<file path="config.mk">
export PLATFORM = sky130hd
export DESIGN_NAME = ascon_ctrl_fsm
export DESIGN_NICKNAME = d
export VERILOG_FILES = /design/src/rtl/ascon_ctrl_fsm.sv
export SDC_FILE = /design/constraint.sdc
export NUM_CORES = 1
export LEC_CHECK = 0
export ABC_CLOCK_PERIOD_IN_PS = 2300
export CORE_UTILIZATION = 26
export CTS_CLUSTER_DIAMETER = 50
export DETAILED_ROUTE_END_ITERATION = 12
export DONT_BUFFER_PORTS = 1
export PLACE_DENSITY = 0.4
export SETUP_SLACK_MARGIN = 0.02
export SKIP_LAST_GASP = 1
export SYNTH_ARGS = -nofsm -noshare
export SYNTH_HDL_FRONTEND = slang
export SYNTH_SLANG_ARGS = --single-unit
</file>
<file path="constraint.sdc">
create_clock -name clock_i -period 2.3 [get_ports clock_i]
set_input_delay 0.23 -clock clock_i [delete_from_list [all_inputs] [get_ports clock_i]]
set_output_delay 0.23 -clock clock_i [all_outputs]
set_load 0.05 [all_outputs]
</file>
<file path="src/rtl/ascon_ctrl_fsm.sv">
`default_nettype none
// ============================================================================
// Module      : ascon_ctrl_fsm
// Description : Round sequencer for the ASCON AEAD datapath. It covers init,
//               AD blocks, PT blocks and finalisation, at one round per cycle.
// Revision    : 1.0 - initial release
// ============================================================================
module ascon_ctrl_fsm #(
    parameter int ROUNDS_A = 12,
    parameter int ROUNDS_B = 8
) (
    input  logic       clock_i,
    input  logic       resetb_i,
    input  logic       start_i,
    input  logic       data_valid_i,
    input  logic       data_last_i,
    output logic       data_ready_o,
    output logic       en_o,
    output logic       mod_o,
    output logic [3:0] round_o,
    output logic       en_xor_data_o,
    output logic       en_xor_begin_key_o,
    output logic       en_xor_lsb_o,
    output logic       en_xor_end_key_o,
    output logic       en_cipher_o,
    output logic       en_tag_o,
    output logic       busy_o,
    output logic       done_o
);

    localparam logic [3:0] LAST_ROUND = 4'(ROUNDS_A - 1);
    localparam logic [3:0] RB0        = 4'(12 - ROUNDS_B);

    typedef enum logic [2:0] {
        IDLE    = 3'd0,
        INIT    = 3'd1,
        WAIT_AD = 3'd2,
        AD      = 3'd3,
        WAIT_PT = 3'd4,
        PT      = 3'd5,
        FINAL   = 3'd6,
        DONE    = 3'd7
    } state_t;

    state_t     state_q, state_d;
    logic [3:0] cnt_q, cnt_d;
    logic       ad_last_q, ad_last_d;
    logic       last_rnd;

    always_ff @(posedge clock_i or negedge resetb_i) begin
        if (!resetb_i) begin
            state_q   <= IDLE;
            cnt_q     <= 4'd0;
            ad_last_q <= 1'b0;
        end else begin
            state_q   <= state_d;
            cnt_q     <= cnt_d;
            ad_last_q <= ad_last_d;
        end
    end

    assign last_rnd = (cnt_q == LAST_ROUND);

    always_comb begin
        state_d            = state_q;
        cnt_d              = cnt_q;
        ad_last_d          = ad_last_q;
        data_ready_o       = 1'b0;
        en_o               = 1'b0;
        mod_o              = 1'b1;
        round_o            = 4'd0;
        en_xor_data_o      = 1'b0;
        en_xor_begin_key_o = 1'b0;
        en_xor_lsb_o       = 1'b0;
        en_xor_end_key_o   = 1'b0;
        en_cipher_o        = 1'b0;
        en_tag_o           = 1'b0;
        done_o             = 1'b0;

        case (state_q)
            IDLE: begin
                // Round 0 runs on the external initial state in the start cycle
                mod_o = 1'b0;
                if (start_i) begin
                    en_o    = 1'b1;
                    state_d = INIT;
                    cnt_d   = 4'd1;
                end
            end
            INIT: begin
                en_o    = 1'b1;
                round_o = cnt_q;
                cnt_d   = cnt_q + 4'd1;
                if (last_rnd) begin
                    en_xor_end_key_o = 1'b1;
                    state_d          = WAIT_AD;
                    cnt_d            = 4'd0;
                end
            end
            WAIT_AD: begin
                data_ready_o = 1'b1;
                round_o      = RB0;
                if (data_valid_i) begin
                    en_o          = 1'b1;
                    en_xor_data_o = 1'b1;
                    ad_last_d     = data_last_i;
                    state_d       = AD;
                    cnt_d         = RB0 + 4'd1;
                end
            end
            AD: begin
                en_o    = 1'b1;
                round_o = cnt_q;
                cnt_d   = cnt_q + 4'd1;
                if (last_rnd) begin
                    cnt_d = 4'd0;
                    if (ad_last_q) begin
                        en_xor_lsb_o = 1'b1;
                        state_d      = WAIT_PT;
                    end else begin
                        state_d = WAIT_AD;
                    end
                end
            end
            WAIT_PT: begin
                data_ready_o = 1'b1;
                round_o      = (data_valid_i && data_last_i) ? 4'd0 : RB0;
                if (data_valid_i) begin
                    en_o          = 1'b1;
                    en_xor_data_o = 1'b1;
                    en_cipher_o   = 1'b1;
                    // The last PT block is absorbed directly into finalisation
                    if (data_last_i) begin
                        en_xor_begin_key_o = 1'b1;
                        state_d            = FINAL;
                        cnt_d              = 4'd1;
                    end else begin
                        state_d = PT;
                        cnt_d   = RB0 + 4'd1;
                    end
                end
            end
            PT: begin
                en_o    = 1'b1;
                round_o = cnt_q;
                cnt_d   = cnt_q + 4'd1;
                if (last_rnd) begin
                    state_d = WAIT_PT;
                    cnt_d   = 4'd0;
                end
            end
            FINAL: begin
                en_o    = 1'b1;
                round_o = cnt_q;
                cnt_d   = cnt_q + 4'd1;
                if (last_rnd) begin
                    en_xor_end_key_o = 1'b1;
                    en_tag_o         = 1'b1;
                    state_d          = DONE;
                    cnt_d            = 4'd0;
                end
            end
            DONE: begin
                done_o  = 1'b1;
                state_d = IDLE;
            end
            default: begin
                state_d = IDLE;
                cnt_d   = 4'd0;
            end
        endcase
    end

    assign busy_o = (state_q != IDLE);

endmodule
`default_nettype wire

</file>
==> reports/results.txt <==
CP peak stage delay: 0.70 ns
Post-Synth XOR/XNOR Area: 5.043%
RSZ-0062 raised after global routing: false
Row cnt: 18
CP Data Arrival Time: 1.84 ns
Reg2reg start: state_q[2]$_DFFE_PN0P_
Crit path kind: reg2out
Drt pass-1 iters: 4
Post-synthesis mux area share: 3.478%
Setup tns final: 0 ns
Synthesized-area fraction occupied by adder cells: 3.304%
Pwr Total: 1.056 mW
Worst-path clk slew: 0.05 ns
CP startpoint kind: register
Critical Path Sink Type: output pin
DIE HEIGHT: 54.61 µm
Area growth, synth to finish: 17.22%
Largest net degree at the start of global routing: 18
FILL cells: 276
DR WL/cell: 12.46 µm
Yosys warnings: 0
Reg power frac: 28.5%
CTS Root Cell: clkbuf_4
# diodes: 0
Gate Count Post-Synth: 86
Initial Util: 28.27%
Final net count: 103
Post-synthesis register bit count: 8
Clock buffer count from CTS: 3
Syn_nets: 92
First-pass GRT wire length: 2511 µm
Max-cap violations: 0
Routed Antenna Nets: 0
Static leakage: 0.3711 nW
Clock skew: 0.0003983 ns
Part of the Yosys area used for sequential elements: 27.83%
DRC: 0
Synth Area in Compound Gates: 21.39%
Worst Path Max Fanout: 17
Fmax: 482.5 MHz
Crit. Startpoint: state_q[2]$_DFFE_PN0P_
Worst Hold Class: in2reg
Latest clock arrival within the worst-skew pair: 0.25 ns
Slew Limit Fails: 0
Hold path startpoint: data_last_i
Vias per cell: 4.936
Yosys top cell area share: 27.83%
Routability cong.: 0.7154
Crit path time final: 2.073 ns
Max stage delay cell, worst path: dfrtp_1
CTS Sinks: 8
Core ar.: 2545 µm²
Clock tree buffer depth: 2
Required @ worst endpoint: 2.07 ns
Largest family of logic cells by synthesized area: simple AND/OR/NAND/NOR gates
Area leader, netlist: dfrtp_1
Final setup fails: 0
Final Hold Vio Count: 0
Initial DRC Count: 10
Power Density: 1252 nW/µm²
Peak supply drop: 0.5086 mV
Vias in the first global route: 541
IO Count: 20
Mapped Avg Cell Area: 8.366 µm²
Initial antenna violation count: 0
Synth Cell Area: 719.4 µm²
Layout cells sized above 1: 25.26%
Status: complete, no violations
Dpl hpwl: 1193 µm
IO Port Bufs: 0
CTS tree: built
Comb power frac: 61.5%
Most area-consuming cells after synthesis: dfrtp_1 28%, a21oi_1 6.3%, nor2_1 4.7%
Die area: 2982 µm²
Period utilization: 90.11%
Routed via count: 617
Crit-path cells: nand2_4 -> xnor2_4 -> and2b_1
Die width: 54.61 µm
Total track usage: 11.81%
WL final: 1558 µm
Net Switching: 0.5466 mW
P_int: 0.5092 mW
Worst-Margin Slew: 0.5690 ns
Part of the power in the clock network: 9.9%
Simple-gate portion of the synthesized area: 29.57%
Worst slew margin: 62.07%
H-tree Lvls: 1
Yosys cell types: 37
Grt total ovfl: 0
Sw frac: 51.77%
## metrics by stage
step / setup WS, ns / hold WS, ns / utilization, % / cell area [µm²] / cells
floorplan: 0.2679 / -0.06559 / - / 734.5 / 86
detailed placement: 0.4684 / -0.06539 / 31.86 / 810.8 / 121
global route: 0.1111 / 0.1186 / 33.14 / 843.3 / 125
global placement: 0.4910 / -0.06534 / 31.86 / 810.8 / 121
finish: 0.2275 / 0.1001 / 33.14 / 843.3 / 125
CTS: 0.2135 / 0.09350 / 33.14 / 843.3 / 125
## cells by family after synthesis
kind of cell | Yosys count
mux | 2
fa+ha+maj | 2
compound gates | 24
flops | 8
xor+xnor | 2
simple gates | 38
buf+inv | 10
## cells in the mapped netlist (all sizes together)
cell	count
a21oi	9
nand2	9
nor2	9
dfrtp	8
o21ai	7
buf	5
inv	5
and2b	3
a21o	2
a22o	2
and2	2
nor3	2
nor3b	2
o2bb2ai	2
xnor2	2
a211oi	1
and3	1
and3b	1
ha	1
maj3	1
mux2	1
mux2i	1
nand2b	1
nand3	1
nand3b	1
nor2b	1
nor4	1
nor4b	1
o22a	1
or2b	1
or3	1
or3b	1
## metal layers
metal / track usage [%] / part of all wire, %
met1: 16.23 / 50
met4: 5.128 / 0
met5: 0 / 0
met3: 2.222 / 2.6
met2: 17.67 / 47
## layout make-up
class                      count  area, µm²  share of cell area (%)
clock buffer                   3      22.52                   2.671
timing repair buffer          11      97.59                   11.57
sequential                     8      200.2                   23.74
inverter                       5      18.77                   2.226
multi-input combinational     68      466.7                   55.34
tap                           30      37.54                   4.451
## critical path, delay by kind of cell, from the launching register on
family                    cells  cell delay, ns
DFF                           1            0.70
xor gates and xnor gates      1            0.21
and+or+nand+nor               2            0.69
## sequential cells by signal, indices dropped and copies added, names as in the netlist
signal,cells
ad_last_q,1
cnt_q,4
state_q,3
## cell usage in the layout, fill, tap and decap left out, types with 3 or more instances in the layout
master and instances:
nor2_1 9, buf_4 9, a21oi_1 8, nand2_1 8
dfrtp_1 8, o21ai_0 5, inv_1 4, and2b_1 3
clkbuf_4 3
## timing repair
item | 4_1_cts | 5_1_grt
hold endpoints to repair | 8 | 0
gates resized for setup | 0 | 0
hold buffers | 1 | 0
buffers inserted | 0 | 0
## path summary, 6_finish.rpt
path	endpoint	slack, ns	depth (start not counted)
max	round_o[3]	0.23	3
min in group asynchronous	state_q[1]$_DFFE_PN0P_	0.34	1
min reg2reg	cnt_q[1]$_DFFE_PN0P_	0.55	1
max reg2reg	cnt_q[0]$_DFFE_PN0P_	0.45	5
max in group asynchronous	cnt_q[2]$_DFFE_PN0P_	1.68	1
min	ad_last_q$_DFFE_PN0P_	0.10	2
## power by group through the flow
stage	registers [mW]	clock network, mW	logic [mW]
after CTS	0.302	0.113	0.658
after global placement	0.303	0	0.655
after detailed placement	0.307	0	0.648
after floorplan	0.253	0	0.612
after global routing	0.315	0.122	0.704
final	0.301	0.105	0.650
No activity file was read; power rests on OpenSTA's default activity.
